<file path="config.mk">
export PLATFORM = sky130hd
export DESIGN_NAME = cp_insert
export DESIGN_NICKNAME = d
export VERILOG_FILES = /design/src/rtl/ofdm_tx_pkg.sv /design/src/rtl/cp_insert_bank.sv /design/src/rtl/cp_insert.sv
export SDC_FILE = /design/constraint.sdc
export NUM_CORES = 2
export LEC_CHECK = 0
export ABC_AREA = 0
export CAP_MARGIN = 20
export CORE_ASPECT_RATIO = 1.75
export CORE_MARGIN = 2
export CORE_UTILIZATION = 40
export CTS_BUF_LIST = sky130_fd_sc_hd__clkbuf_8
export CTS_CLUSTER_DIAMETER = 80
export DETAILED_ROUTE_END_ITERATION = 6
export SLEW_MARGIN = 5
export SYNTH_ARGS = -nofsm -noshare
export SYNTH_HDL_FRONTEND = slang
export SYNTH_SLANG_ARGS = --single-unit
export TNS_END_PERCENT = 50
</file>
<file path="constraint.sdc">
create_clock -name clk -period 4.8 [get_ports clk]
set_input_delay 0.96 -clock clk [delete_from_list [all_inputs] [get_ports clk]]
set_output_delay 0.96 -clock clk [all_outputs]
set_load 0.1 [all_outputs]
</file>
<file path="src/rtl/ofdm_tx_pkg.sv">
// Shared OFDM transmitter definitions: sample packing, symbol-size defaults and the CP-insert state encoding.
package ofdm_tx_pkg;

  localparam int SAMPLE_W = 16;
  localparam int DATA_W   = 2 * SAMPLE_W;
  localparam int RE_LSB   = 0;
  localparam int IM_LSB   = SAMPLE_W;

  localparam int NFFT_DEF = 64;
  localparam int NCP_DEF  = 16;

  typedef enum logic [1:0] {
    ST_FILL = 2'd0,
    ST_CP   = 2'd1,
    ST_SYM  = 2'd2
  } cp_state_e;

endpackage

</file>
<file path="src/rtl/cp_insert_bank.sv">
// One symbol buffer: NFFT x DATA_W register array, synchronous write, combinational read.
// Latency: a write at edge t is visible on rdat in the following cycle.
// Backpressure: none; the owner decides when we is asserted.
module cp_insert_bank
  import ofdm_tx_pkg::*;
#(
  parameter int NFFT = NFFT_DEF,
  parameter int AW   = $clog2(NFFT)
) (
  input  logic              clk,
  input  logic              we,
  input  logic [AW-1:0]     waddr,
  input  logic [DATA_W-1:0] wdat,
  input  logic [AW-1:0]     raddr,
  output logic [DATA_W-1:0] rdat
);

  logic [DATA_W-1:0] mem [NFFT];

  always_ff @(posedge clk) begin
    if (we) mem[waddr] <= wdat;
  end

  assign rdat = mem[raddr];

endmodule

</file>
<file path="src/rtl/cp_insert.sv">
// Cyclic-prefix inserter: buffers an NFFT-sample symbol, replays its last NCP samples then the whole symbol.
// Latency: first prefix sample on DAT_O one cycle after the last input sample is written.
// Backpressure: ACK_O low while no bank is free, ACK_I low freezes the output; CP_INSERT_PINGPONG_EN adds a second bank.
module cp_insert
  import ofdm_tx_pkg::*;
#(
  parameter int NFFT = NFFT_DEF,
  parameter int NCP  = NCP_DEF
) (
  input  logic              clk,
  input  logic              rst,
  input  logic [DATA_W-1:0] DAT_I,
  input  logic              WE_I,
  input  logic              STB_I,
  input  logic              CYC_I,
  output logic              ACK_O,
  output logic [DATA_W-1:0] DAT_O,
  output logic              WE_O,
  output logic              STB_O,
  output logic              CYC_O,
  input  logic              ACK_I
);

  localparam int AW = $clog2(NFFT);
`ifdef CP_INSERT_PINGPONG_EN
  localparam int NB = 2;
`else
  localparam int NB = 1;
`endif
  localparam logic [AW-1:0] CP_START  = AW'(NFFT - NCP);
  localparam logic [AW-1:0] LAST_SAMP = AW'(NFFT - 1);

  cp_state_e         state;
  logic [NB-1:0]     full;
  logic [NB-1:0]     set_full;
  logic [NB-1:0]     clr_full;
  logic              wr_bank;
  logic              rd_bank;
  logic              nxt_wr_bank;
  logic              nxt_rd_bank;
  logic              other_full;
  logic [AW-1:0]     wr_cnt;
  logic [AW-1:0]     rd_addr;
  logic [AW-1:0]     rd_addr_nxt;
  logic [DATA_W-1:0] rdat [NB];
  logic [DATA_W-1:0] rd_dat;
  logic              burst;
  logic              wr_acc;
  logic              sym_done;

  assign ACK_O  = ~rst & CYC_I & STB_I & WE_I & ~full[wr_bank];
  assign wr_acc = ACK_O;
  assign STB_O  = burst;
  assign WE_O   = burst;
  assign CYC_O  = burst;

  // The prefix always ends at NFFT-1, so a plain increment wraps into the body at address 0.
  assign rd_addr_nxt = burst ? rd_addr + 1'b1 : CP_START;
  assign rd_dat      = rdat[rd_bank];
  assign sym_done    = (state == ST_SYM) && ACK_I && (rd_addr == LAST_SAMP);

  assign set_full = (wr_acc && (wr_cnt == LAST_SAMP)) ? (NB'(1) << wr_bank) : '0;
  assign clr_full = sym_done ? (NB'(1) << rd_bank) : '0;

`ifdef CP_INSERT_PINGPONG_EN
  assign other_full  = full[~rd_bank];
  assign nxt_wr_bank = ~wr_bank;
  assign nxt_rd_bank = ~rd_bank;
`else
  assign other_full  = 1'b0;
  assign nxt_wr_bank = 1'b0;
  assign nxt_rd_bank = 1'b0;
`endif

  for (genvar b = 0; b < NB; b++) begin : g_bank
    cp_insert_bank #(.NFFT(NFFT), .AW(AW)) u_bank (
      .clk   (clk),
      .we    (wr_acc && (wr_bank == 1'(b))),
      .waddr (wr_cnt),
      .wdat  (DAT_I),
      .raddr (rd_addr_nxt),
      .rdat  (rdat[b])
    );
  end

  always_ff @(posedge clk) begin
    if (rst) begin
      state   <= ST_FILL;
      full    <= '0;
      wr_bank <= 1'b0;
      rd_bank <= 1'b0;
      wr_cnt  <= '0;
      rd_addr <= '0;
      DAT_O   <= '0;
      burst   <= 1'b0;
    end else begin
      full <= (full | set_full) & ~clr_full;

      if (wr_acc) begin
        wr_cnt <= wr_cnt + 1'b1;
        if (wr_cnt == LAST_SAMP) wr_bank <= nxt_wr_bank;
      end

      case (state)
        ST_SYM: begin
          if (ACK_I) begin
            if (rd_addr == LAST_SAMP) begin
              burst   <= 1'b0;
              rd_bank <= nxt_rd_bank;
              state   <= other_full ? ST_CP : ST_FILL;
            end else begin
              DAT_O   <= rd_dat;
              rd_addr <= rd_addr_nxt;
            end
          end
        end
        default: begin
          // CP entered with burst low is a back-to-back start: load the first prefix sample after the gap cycle.
          if (!burst) begin
            if (full[rd_bank]) begin
              state   <= ST_CP;
              burst   <= 1'b1;
              DAT_O   <= rd_dat;
              rd_addr <= rd_addr_nxt;
            end
          end else if (ACK_I) begin
            DAT_O   <= rd_dat;
            rd_addr <= rd_addr_nxt;
            if (rd_addr == LAST_SAMP) state <= ST_SYM;
          end
        end
      endcase
    end
  end

endmodule

</file>
### Word-level counts from Yosys, hierarchy flattened

Memories as Yosys holds them, arrays and structs flattened.
Cells that the tools add are included.

* $add $sub $neg: 2
* $mul: 0
* div/mod/pow operators: 0
* $lt $le $gt $ge: 0
* eq/ne operators: 8
* shift operators: 0
* mux-type cells: 29
* bitwise operators: 9
* reduce and logical (&&, ||, !) cells: 7

Operators with widths (number)
* two-way mux 32 bit: 6
* two-way mux 6 bit: 7
* two-way mux 2 bit: 7
* adder 6 x 1 -> 6 bit (second input constant): 2
* == test 6 bit (second input constant): 2
* two-way mux 1 bit: 9
* != test 2 bit (second input constant): 3
* bitwise AND 1 bit: 5
* AND reduction 5 bit: 1
* != test 2 x 1 -> 1 bit (second input constant): 2
* AND reduction 4 bit: 1
* logical AND 1 bit: 3
* NOT 1 bit: 3
* nonzero test 3 bit: 1
* == test 2 bit (second input constant): 1
* AND reduction 2 bit: 1
* OR 1 bit: 1

* register bits: 48
* latch bits: 0
* bits in writable memories: 2048
* memory bits (read-only): 0
* bits of input ports: 38
* output and inout port bits: 36
* word-level logic and storage cells: 62
* memories: 1

Memories
* g_bank[0].u_bank.mem: words 64, bits a word 32, read ports 1, clocked after Yosys merged registers in 0, write ports 1, RTL line cp_insert_bank.sv:18 `logic [DATA_W-1:0] mem [NFFT];`

### Logic depth before layout (Yosys ltp)

* word-level depth: 9
* gate-level depth with buffers: 13
* mapped depth without buffers: 8

### Hierarchy

From an unflattened synthesis, not the netlist that was laid out.

* cells, all modules: 3538
* area total of the unflattened synthesis: 80008.0 sq um

Modules (own cells, without submodules)
* cp_insert_bank: instances 1, cells an instance 3292, area an instance 77874.7 sq um, sequential area each 61499.0 sq um
* cp_insert: instances 1, cells an instance 246, area an instance 2133.3 sq um, sequential area each 960.9 sq um

### Least setup slack after synthesis

Ideal clock, no wire load.

* kind: input-to-reg
* start point: input rst
* end point: memory g_bank[0].u_bank.mem[62][0] in the netlist's numbering, enable pin
* setup time: 0.421 ns
* data arrival time: 4.220 ns
* data required time: 4.379 ns
* slack: 0.158 ns
* stages: 5
* path buffers: 1
* cell sequence: nand4b_1 nor2_1 buf_1 nand3_1 nor2_1

* cells in the longest elaborated chain, start to end: 7

RTL lines
* start: declaration: RTL line cp_insert.sv:11 `input logic rst,`
* NOT 1 bit: RTL line cp_insert.sv:51 `assign ACK_O = ~rst & CYC_I & STB_I & WE_I & ~full[wr_bank];`
* bitwise AND 1 bit (4 in a row): RTL line cp_insert.sv:51
* net ACK_O: RTL line cp_insert.sv:16 `output logic ACK_O,`
* two-way mux 1 bit: RTL line cp_insert_bank.sv:21 `if (we) mem[waddr] <= wdat;`
* two-way mux 1 bit (not written as such): RTL line cp_insert_bank.sv:21
* end: declaration: RTL line cp_insert_bank.sv:18

The timed path passes the listed nets, and every way through them passes these cells.

### Worst setup path after layout

* start point: register burst, in the netlist CYC_O
* end point: output WE_O

RTL lines
* start: declaration: RTL line cp_insert.sv:47 `logic burst;`
* start signal: assignment: RTL line cp_insert.sv:95 `burst <= 1'b0;`
* start signal: assignment: RTL line cp_insert.sv:108 `burst <= 1'b0;`
* start signal: assignment: RTL line cp_insert.sv:122 `burst <= 1'b1;`
* end: declaration: RTL line cp_insert.sv:18 `output logic WE_O,`

No word-level cell between the ends.

==> impl_results.md <==
- Status: finished, final reports clean
- Initial Utilization: 40.2%
- Vias/cell: 5.92
- Fin crit period: approximately 3800 ps
- Setup crit end kind: output pin
- Final #Nets: between 5000 and 6000
- Reg2Reg Setup Slack: 1080 ps
- Fraction of layout cells with a size suffix above 1: 16.2%
- Vias in the first global route: between 40000 and 50000
- Row Count: 219
- Global-route wire length before repair: ~340 mm
- Ys async rst share: 0%
- DP Cell Count: 7519
- GPL Wtd Cong: 0.864
- Fmax achieved: 0.266 GHz
- H-tree depth: 5
- Register Area: 0.0625 mm^2
- Die Width: 345 um
- Vias: about 47000
- Final hold violations: 0
- Fillers: 17500
- Ys Warns: 0
- Yosys reg bits: 2096
- Initial antenna violation count: 8
- Worst path cell trace: clkdlybuf4s50_1
- Worst-path clk slew: 70 ps
- Clock buffer count from CTS: around 290
- Routed WL: 238 mm
- Syn Inst Count: 4937
- Net count after synthesis: 4977
- MaxCap Viol Count: 0
- Core outline area: slightly above 0.2 mm^2
- Largest net degree at the start of global routing: 127
- DR WL/cell: 29.7 um
- Max IR drop VDD: roughly 0.19 mV
- EDFF count, synth: 2048
- Main synth FF type: edfxtp_1
- DRT Pass-1 Iters: 7
- Root Buffer: clkbuf_8
- Slew @ Worst Pin: 1160 ps
- Area share of the largest cell type after synthesis: about three quarters
- Pleak: between 20 and 30 nW
- Synth Cell Area: 0.0815 mm^2
- Power per cell area: 363 mW/mm^2
- Synthesis-to-finish area growth: 12.8%
- Ranking of synthesized cells by area: edfxtp_1, mux4_2, mux2i_1
- Drc violations: 0
- DRT iter0 DRCs: 4751
- Worst Setup Path Type: flip-flop to output pin
- Overflow after GRT: 0
- Critical Path RT: 3840 ps
- ANT nets after route: 0
- Postcts setup bufs: 0
- Startpoint Class: flip-flop
- Area occupied by multi-input gates: 0.0181 mm^2
- Post_cts resized: 0
- Full die area: between 0.2 and 0.25 mm^2
- CTS Hold Bufs: 0
- Max Slew Vio Count: 0
- Post-synth top area cell: edfxtp_1
- # IOs: 74
- Non-Filler Instances: 8022
- GR Util All Layers: 22.4%
- Place WS: 914 ps
- WP data arrival: 2800 ps
- Critical path peak fanout: 24
- Commonest non-fill, non-tap cells in the layout: edfxtp_1, nand2_1, clkbuf_8, mux2i_1, nand3_1
- Die Y: about 600 um
- Register area share after synthesis: about 77%
- Clock skew: 55.3 ps
- IO buf count: between 70 and 80
- RSZ-0062 raised after global routing: no
- Final period util: 78.3%
- Distinct cell type count after synthesis: 65
- Clock Sinks: roughly 2100
- Commonest non-fill, non-tap cell in the layout: edfxtp_1
- Crit path largest cell delay: 1230 ps
- HP Class: input pin to flip-flop
- Fin worst setup slack: roughly 1000 ps
- Post-DP Area: 0.0866 mm^2
- Clock latency on the worst-skew pair: between 900 and 1000 ps
- Final core occ: 45.3%
- Post-Syn Area per Cell: ~17 um^2
- Post-route setup TNS: 0 ps
- Rel. slew slack: around 23%
- Cell area after layout: between 0.09 and 0.1 mm^2
- Hpwl dp: 143 mm
- CTS max path bufs: 4
- CTS tree: yes
- CP delay by family, top: buffers and inverters
- CP max-delay cell: clkdlybuf4s50_1
- Setup Viol. Count Final: 0
- CP Buf/Inv Count: 1
-- power by group --
group	leakage, nW	internal [W]	switching (W)
logic	6.27	0.0000458	0.000343
clock network	2.99	0.00631	0.00656
registers	18.8	0.0201	0.00000210
total	28.0	0.0264	0.00691
-- Yosys cell counts (all sizes together), types with 16 or more instances --
| cell | n |
|---|---|
| o211ai | 104 |
| a311oi | 45 |
| nand2 | 420 |
| mux2 | 29 |
| a221o | 25 |
| edfxtp | 2048 |
| o221ai | 160 |
| mux2i | 251 |
| o21ai | 179 |
| clkbuf | 202 |
| o311ai | 17 |
| nor2b | 20 |
| nor2 | 196 |
| dfxtp | 48 |
| buf | 171 |
| mux4 | 114 |
| o22ai | 111 |
| a221oi | 26 |
| o2bb2ai | 19 |
| nor3 | 29 |
| a22oi | 18 |
| a211oi | 26 |
| a222oi | 23 |
| a31oi | 89 |
| a21o | 27 |
| a32o | 16 |
| a21oi | 138 |
| and3 | 55 |
| nand3 | 221 |
-- sequential cells by signal, indices dropped and copies added, names as in the netlist --
| signal | cells |
|---|---|
| DAT_O | 32 |
| g_bank.u_bank.mem | 2048 |
| CYC_O | 1 |
| state | 2 |
| wr_cnt | 6 |
| rd_addr | 6 |
| full | 1 |
-- layer usage --
layer  wire length (um)  vias up  global-route usage (%)
met3              14100      513                    3.19
li1                   -    20400                       -
met4              11800        6                    10.4
met2             127000     1954                    41.3
met5                 39        -                       0
met1              84800    24600                    25.4
-- final timing paths --
path	startpoint	to	cells past startpoint
setup / recovery	CYC_O	WE_O	1
hold / removal	DAT_I[31]	g_bank[0].u_bank.mem[26][31]	1
setup reg to reg	rd_addr[0]	DAT_O[0]	8
hold reg to reg	DAT_O[8]	DAT_O[8]	2
-- per-stage QoR --
step	total power [W]	hold slack, ps
after floorplan	0.0205	462
after global placement	0.0208	510
after detailed placement	0.0208	515
after CTS	0.0335	406
after global routing	0.0343	414
final	0.0333	442
-- cells by family after synthesis --
logic type / synth area share, %
flops: 76.6
compound gates: 9.42
simple gates: 5.21
mux: 6.65
buf+inv: 1.98
xor+xnor: 0.106
fa+ha+maj: 0.0307
-- layout make-up --
class	instances	area share, %
sequential	2096	67.9
multi-input combinational	2463	19.6
clock buffer	303	4.54
tap	2652	3.61
timing repair buffer	308	3.12
clock inverter	190	1.10
inverter	5	0.0286
antenna	5	0.0136
Note: power is estimated with default switching activity, not from simulation.
